===== config.mk =====
export PLATFORM = sky130hd
export DESIGN_NAME = mole_scheduler
export DESIGN_NICKNAME = d
export VERILOG_FILES = /design/src/rtl/mole_scheduler.sv
export SDC_FILE = /design/constraint.sdc
export NUM_CORES = 1
export LEC_CHECK = 0
export ABC_AREA = 1
export ABC_CLOCK_PERIOD_IN_PS = 2000
export BUFFER_PORTS_ARGS = -buffer_cell sky130_fd_sc_hd__buf_2
export CORE_UTILIZATION = 35
export DETAILED_ROUTE_END_ITERATION = 6
export REMOVE_ABC_BUFFERS = 1
export SLEW_MARGIN = 20
export SYNTH_ARGS = -nofsm -noshare
export SYNTH_HDL_FRONTEND = slang
export SYNTH_SLANG_ARGS = --single-unit

===== constraint.sdc =====
create_clock -name clk -period 2 [get_ports clk]
set_input_delay 0 -clock clk [delete_from_list [all_inputs] [get_ports clk]]
set_output_delay 0 -clock clk [all_outputs]
set_load 0.03 [all_outputs]

===== src/rtl/mole_scheduler.sv =====
// Whack-a-mole sequencer: picks a pseudo-random hole, raises its mole for a
// difficulty-dependent time and reports hit or miss as one-cycle pulses.
module mole_scheduler #(
   parameter int          NUM_HOLES = 8,
   parameter int          TICK_DIV  = 100000,
   parameter int          UP_MS_0   = 1000,
   parameter int          UP_MS_1   = 700,
   parameter int          UP_MS_2   = 450,
   parameter int          UP_MS_3   = 300,
   parameter int          GAP_MS    = 250,
   parameter logic [7:0]  LFSR_SEED = 8'hA5,
   localparam int         IW        = $clog2(NUM_HOLES)
) (
   input  logic                 clk,
   input  logic                 rst_n,
   input  logic                 enable,
   input  logic [1:0]           difficulty_level,
   input  logic [NUM_HOLES-1:0] hit_btn,
   output logic [NUM_HOLES-1:0] mole_mask,
   output logic [IW-1:0]        mole_idx,
   output logic                 hit_pulse,
   output logic                 miss_pulse,
   output logic [7:0]           mole_count
);

   localparam int PW = (TICK_DIV > 1) ? $clog2(TICK_DIV) : 1;

   typedef enum logic [1:0] {IDLE, GAP, PICK, UP} state_t;

   state_t        state;
   logic [7:0]    lfsr;
   logic [7:0]    lfsr_next;
   logic [PW-1:0] presc;
   logic [PW-1:0] presc_next;
   logic [9:0]    ms;
   logic [9:0]    ms_next;
   logic [9:0]    up_ms;
   logic [9:0]    up_sel;
   logic          tick;
   logic          gap_done;
   logic          timeout;
   logic          hit;
   logic [IW-1:0] cand;
   logic [IW-1:0] pick_idx;

   // Galois LFSR for x^8+x^6+x^5+x^4+1; a repeated hole is bumped to its neighbour
   always_comb begin
      lfsr_next  = {1'b0, lfsr[7:1]} ^ (lfsr[0] ? 8'hB8 : 8'h00);
      tick       = (presc == PW'(TICK_DIV - 1));
      presc_next = tick ? '0 : presc + PW'(1);
      ms_next    = tick ? ms + 10'd1 : ms;
      gap_done   = tick && (ms == 10'(GAP_MS - 1));
      timeout    = tick && (ms == up_ms - 10'd1);
      hit        = hit_btn[mole_idx];
      cand       = lfsr[IW-1:0];
      pick_idx   = (cand == mole_idx && mole_count != 8'd0) ? cand + IW'(1) : cand;
      case (difficulty_level)
         2'd0:    up_sel = 10'(UP_MS_0);
         2'd1:    up_sel = 10'(UP_MS_1);
         2'd2:    up_sel = 10'(UP_MS_2);
         default: up_sel = 10'(UP_MS_3);
      endcase
   end

   always_ff @(posedge clk or negedge rst_n) begin
      if (!rst_n) begin
         state      <= IDLE;
         lfsr       <= LFSR_SEED;
         presc      <= '0;
         ms         <= '0;
         up_ms      <= '0;
         mole_mask  <= '0;
         mole_idx   <= '0;
         hit_pulse  <= 1'b0;
         miss_pulse <= 1'b0;
         mole_count <= '0;
      end else begin
         lfsr       <= lfsr_next;
         hit_pulse  <= 1'b0;
         miss_pulse <= 1'b0;
         if (!enable) begin
            // Dropping enable abandons the current mole silently
            state     <= IDLE;
            mole_mask <= '0;
            presc     <= '0;
            ms        <= '0;
         end else begin
            case (state)
               IDLE: begin
                  state      <= GAP;
                  mole_count <= '0;
                  presc      <= '0;
                  ms         <= '0;
               end
               GAP: begin
                  if (gap_done) begin
                     state <= PICK;
                     presc <= '0;
                     ms    <= '0;
                  end else begin
                     presc <= presc_next;
                     ms    <= ms_next;
                  end
               end
               PICK: begin
                  state     <= UP;
                  mole_idx  <= pick_idx;
                  up_ms     <= up_sel;
                  mole_mask <= NUM_HOLES'(1) << pick_idx;
                  if (mole_count != 8'hFF) mole_count <= mole_count + 8'd1;
                  presc     <= '0;
                  ms        <= '0;
               end
               UP: begin
                  // A hit on the timeout tick still counts as a hit
                  if (hit) begin
                     hit_pulse <= 1'b1;
                     mole_mask <= '0;
                     state     <= GAP;
                     presc     <= '0;
                     ms        <= '0;
                  end else if (timeout) begin
                     miss_pulse <= 1'b1;
                     mole_mask  <= '0;
                     state      <= GAP;
                     presc      <= '0;
                     ms         <= '0;
                  end else begin
                     presc <= presc_next;
                     ms    <= ms_next;
                  end
               end
               default: state <= IDLE;
            endcase
         end
      end
   end

endmodule


==> run_summary.xml <==
<?xml version="1.0" encoding="UTF-8"?>
<metrics>
  <group name="run_status">
    <metric name="outcome" unit="">completed</metric>
  </group>
  <group name="setup_path">
    <metric name="critPathCaptureType" unit="">register</metric>
    <metric name="crit_path_frequent_cell" unit="">sky130_fd_sc_hd__nand2_1</metric>
    <metric name="crit_path_max_incr_delay" unit="ns">0.44</metric>
    <metric name="crit_path_cell_trace" unit="">inv_1, ha_1, nand3_1, nor2_1, nor2_2, nand2_1, nand2_1, nand2_1, nand2_1, nor2_1, nand3_1, nand2_1</metric>
    <metric name="critPathArrivalTime" unit="ns">2.11</metric>
    <metric name="setup.worst_path.class" unit="">reg2reg</metric>
    <metric name="worst_setup_path_start_kind" unit="">register</metric>
    <metric name="reg2reg_slack" unit="ns">0.15</metric>
    <metric name="cp_slowest_cell" unit="">sky130_fd_sc_hd__dfrtp_2</metric>
    <metric name="worstPathMaxFanout" unit="">5</metric>
    <metric name="timing.critical_path.required" unit="ns">2.27</metric>
  </group>
  <group name="pwr">
    <metric name="comb_power_share" unit="%">36.5</metric>
    <metric name="cell_internal_power_dissipation" unit="uW">2683</metric>
    <metric name="power.density_cell_area" unit="mW/mm^2">970.0</metric>
    <metric name="swShare" unit="%">40.06</metric>
    <metric name="clock_power_share" unit="%">25.7</metric>
    <metric name="p_leak" unit="uW">0.002241</metric>
    <metric name="worst_ir_drop_vdd" unit="V">0.0004583</metric>
    <metric name="seqPwrFrac" unit="%">37.8</metric>
    <metric name="switching_power" unit="uW">1793</metric>
  </group>
  <group name="final_layout">
    <metric name="stdcell_area" unit="sq mm">0.004614</metric>
    <metric name="area_growth" unit="%">17.01</metric>
    <metric name="fillerInstances" unit="">1132</metric>
    <metric name="final_layout_size_suffix_gt1_share" unit="%">19.49</metric>
    <metric name="final_net_count" unit="">604</metric>
    <metric name="most-common-layout-cells" unit="">sky130_fd_sc_hd__nand2_1 (139), sky130_fd_sc_hd__nor2_1 (73), sky130_fd_sc_hd__dfrtp_1 (61)</metric>
    <metric name="antenna_cells" unit="">0</metric>
    <metric name="instances_no_fill" unit="">725</metric>
    <metric name="final_common_cell" unit="">sky130_fd_sc_hd__nand2_1</metric>
  </group>
  <group name="detailed_routing">
    <metric name="drt_pass1_iterations" unit="">4</metric>
    <metric name="vias_per_cell" unit="">4.742</metric>
    <metric name="routed_wire_length_per_instance" unit="um">12.16</metric>
    <metric name="totalWireLength" unit="um">8817</metric>
    <metric name="num_vias" unit="">3438</metric>
    <metric name="detail-route-antenna-nets" unit="">0</metric>
    <metric name="number_of_design_rule_violations_left_after_detail_routing" unit="">0</metric>
    <metric name="drt_iter0_markers" unit="">226</metric>
  </group>
  <group name="global_route">
    <metric name="grt_first_pass_wirelength" unit="um">15300</metric>
    <metric name="overall_overflow_remaining_after_global_route" unit="">0</metric>
    <metric name="grt_max_degree" unit="">48</metric>
    <metric name="grt_util_all_layers" unit="%">16.45</metric>
    <metric name="number_of_antenna_violations_at_the_first_check_in_global_routing" unit="">0</metric>
    <metric name="grt_pass1_vias" unit="">3366</metric>
  </group>
  <group name="clock_tree">
    <metric name="clkSlewWorstSetupHoldPaths" unit="ns">0.07</metric>
    <metric name="cts_made_buffers" unit="">9</metric>
    <metric name="clk_path_buf_depth" unit="">2</metric>
    <metric name="cts_tree" unit="">yes</metric>
    <metric name="cts_num_sinks" unit="">66</metric>
    <metric name="clock-root-buffer" unit="">sky130_fd_sc_hd__clkbuf_8</metric>
    <metric name="cts-htree-levels" unit="">3</metric>
    <metric name="clk-insertion-delay-late" unit="ns">0.33</metric>
  </group>
  <group name="yosys">
    <metric name="synth_area_per_cell" unit="sq um">7.483</metric>
    <metric name="ys_async_sr_fraction" unit="%">100.0</metric>
    <metric name="synth.ff_latch_count" unit="">66</metric>
    <metric name="synth-edff-count" unit="">0</metric>
    <metric name="dominantRegCellSynth" unit="">sky130_fd_sc_hd__dfrtp_1</metric>
    <metric name="syn_inst" unit="">527</metric>
    <metric name="synth.yosys.seq_area_share" unit="%">42.01</metric>
    <metric name="synth-warning-count" unit="">0</metric>
    <metric name="syn_area" unit="sq mm">0.003944</metric>
    <metric name="netlist-cell-type-count" unit="">38</metric>
  </group>
  <group name="sta">
    <metric name="tightest_slew" unit="ns">0.4839</metric>
    <metric name="final-hold-violation-count" unit="">0</metric>
    <metric name="worst_clock_skew" unit="ns">0.008611</metric>
    <metric name="layout_min_cycle_time" unit="ns">1.845</metric>
    <metric name="report.final.slew_viol_count" unit="">0</metric>
    <metric name="setup_viol" unit="">0</metric>
    <metric name="post-route-period-util" unit="%">92.27</metric>
    <metric name="tns" unit="ns">0</metric>
    <metric name="postLayoutSetupSlackWorst" unit="ns">0.1546</metric>
    <metric name="rsz0062_at_grt" unit="">true</metric>
    <metric name="fmaxAchievable" unit="GHz">0.5419</metric>
    <metric name="maxSlewHeadroom" unit="%">67.74</metric>
  </group>
  <group name="job">
    <metric name="timing.max_cap.violations" unit="">0</metric>
  </group>
  <group name="die">
    <metric name="die_h" unit="um">108.2</metric>
    <metric name="core" unit="sq mm">0.01089</metric>
    <metric name="start_util" unit="%">36.22</metric>
    <metric name="core.rowCount" unit="">38</metric>
    <metric name="width_of_the_chip" unit="um">108.2</metric>
    <metric name="num_io_pins" unit="">34</metric>
    <metric name="die-area" unit="sq mm">0.01170</metric>
  </group>
  <group name="placement">
    <metric name="buffer_ports.inserted" unit="">33</metric>
    <metric name="placement.setup.worst_slack" unit="ns">0.006384</metric>
    <metric name="post-dp-hpwl" unit="um">6413</metric>
    <metric name="placed_cells_incl_taps" unit="">698</metric>
    <metric name="placed_area" unit="sq mm">0.004283</metric>
    <metric name="finalWeightedCongestion" unit="">0.8646</metric>
  </group>
  <group name="worst_hold_path">
    <metric name="timing.hold.worst.class" unit="">in2reg</metric>
  </group>
</metrics>
-- stage by stage --
step	hold slack (ns)	util, %	power (uW)
CTS	0.09197	41.66	4434
floorplan	-0.2956	-	2819
finish	0.1025	42.38	4476
global route	0.1514	42.38	4832
detailed placement	-0.003706	39.34	3239
global placement	-0.01590	39.34	3215
-- per-layer routing --
layer  routed length, um  global-route usage (%)  up-vias  part of all wire [%]
li1                    -                       -     1760                     -
met1                4413                   22.32     1622                    50
met2                4175                   26.30       46                    47
met3                 151                   2.652       10                   1.7
met4                  76                   6.067        0                  0.86
met5                   0                       0        -                     0
-- repair_timing --
| item | 4_1_cts | 5_1_grt |
|---|---|---|
| cloned | 0 | 1 |
| setup buffers | 0 | 6 |
| endpoints found under the setup margin | 8 | 22 |
| pin swaps | 0 | 3 |
| endpoints found under the hold margin | 26 | 0 |
| gates resized for setup | 2 | 8 |
| hold buffers | 4 | 0 |
-- power by group through the flow --
stage,sequential (uW),combinational [uW],clock (uW)
after detailed placement,1710,1530,0
after global placement,1710,1510,0
after floorplan,1800,1020,0
after CTS,1690,1550,1190
after global routing,1710,1870,1250
final,1690,1640,1150
-- cell families after synthesis --
family,count (synthesis),synth area share (%)
AND/OR/NAND/NOR,317,36.36
buffers and inverters,76,7.868
flip-flops,66,42.01
AO/OA/AOI/OAI,31,4.505
XOR/XNOR,26,5.774
adder cells (fa/ha/maj),11,3.490
-- synth_stat cells, types with 2 or more instances --
cell	instances	area share (%)
sky130_fd_sc_hd__o22ai_1	2	0.32
sky130_fd_sc_hd__nor3_1	10	1.3
sky130_fd_sc_hd__buf_2	2	0.25
sky130_fd_sc_hd__nor2_2	16	2.5
sky130_fd_sc_hd__dfrtp_1	62	39
sky130_fd_sc_hd__nand4_1	9	1.4
sky130_fd_sc_hd__inv_1	56	5.3
sky130_fd_sc_hd__a21oi_1	6	0.76
sky130_fd_sc_hd__nand2_2	8	1.3
sky130_fd_sc_hd__nand2_1	140	13
sky130_fd_sc_hd__ha_1	11	3.5
sky130_fd_sc_hd__nand2_4	2	0.57
sky130_fd_sc_hd__nand3_1	42	5.3
sky130_fd_sc_hd__o211ai_1	2	0.38
sky130_fd_sc_hd__buf_6	2	0.57
sky130_fd_sc_hd__xnor2_1	3	0.67
sky130_fd_sc_hd__buf_4	2	0.38
sky130_fd_sc_hd__o21ai_0	14	1.8
sky130_fd_sc_hd__xor2_1	23	5.1
sky130_fd_sc_hd__a22oi_1	2	0.38
sky130_fd_sc_hd__dfstp_2	4	2.7
sky130_fd_sc_hd__nor3b_1	3	0.57
sky130_fd_sc_hd__inv_2	10	0.95
sky130_fd_sc_hd__clkinv_1	3	0.29
sky130_fd_sc_hd__o31ai_1	2	0.38
sky130_fd_sc_hd__nand3b_1	3	0.57
sky130_fd_sc_hd__nor2_1	74	7.0
sky130_fd_sc_hd__nor2_4	4	1.1
-- worst paths after layout --
kind	from	to	cells after the start
worst max-delay path	mole_count[0]	mole_mask[0]	12
worst min-delay path	hit_btn[5]	hit_pulse	5
worst max register to register	mole_count[0]	mole_mask[0]	12
worst min register to register	lfsr[3]	lfsr[2]	0
max in group asynchronous	rst_n	lfsr[5]	3
min in group asynchronous	rst_n	mole_count[4]	2
-- flip-flops by register name (all words and copies together), names as in the netlist --
name and count:
miss_pulse 1, state 2, up_ms 8, presc 17
mole_count 8, lfsr 8, ms 10, hit_pulse 1
mole_idx 3, mole_mask 8
-- cell type report --
cell class / count / area [sq um] / share of cell area, %
clock buffer: 12 / 155.1 / 3.362
clock inverter: 4 / 50.05 / 1.085
inverter: 69 / 259.0 / 5.613
multi-input combinational: 386 / 2017 / 43.71
sequential: 66 / 1658 / 35.93
tap: 140 / 175.2 / 3.796
timing repair buffer: 48 / 300.3 / 6.508
-- worst max-delay path, delay by kind of cell, from the launching register on --
family                   cells  cell delay (ns)
AND/OR/NAND/NOR             10             1.12
flip-flops                   1             0.44
adder cells (fa/ha/maj)      1             0.14
buffers and inverters        1             0.09
No activity file was read; power rests on OpenSTA's default activity.
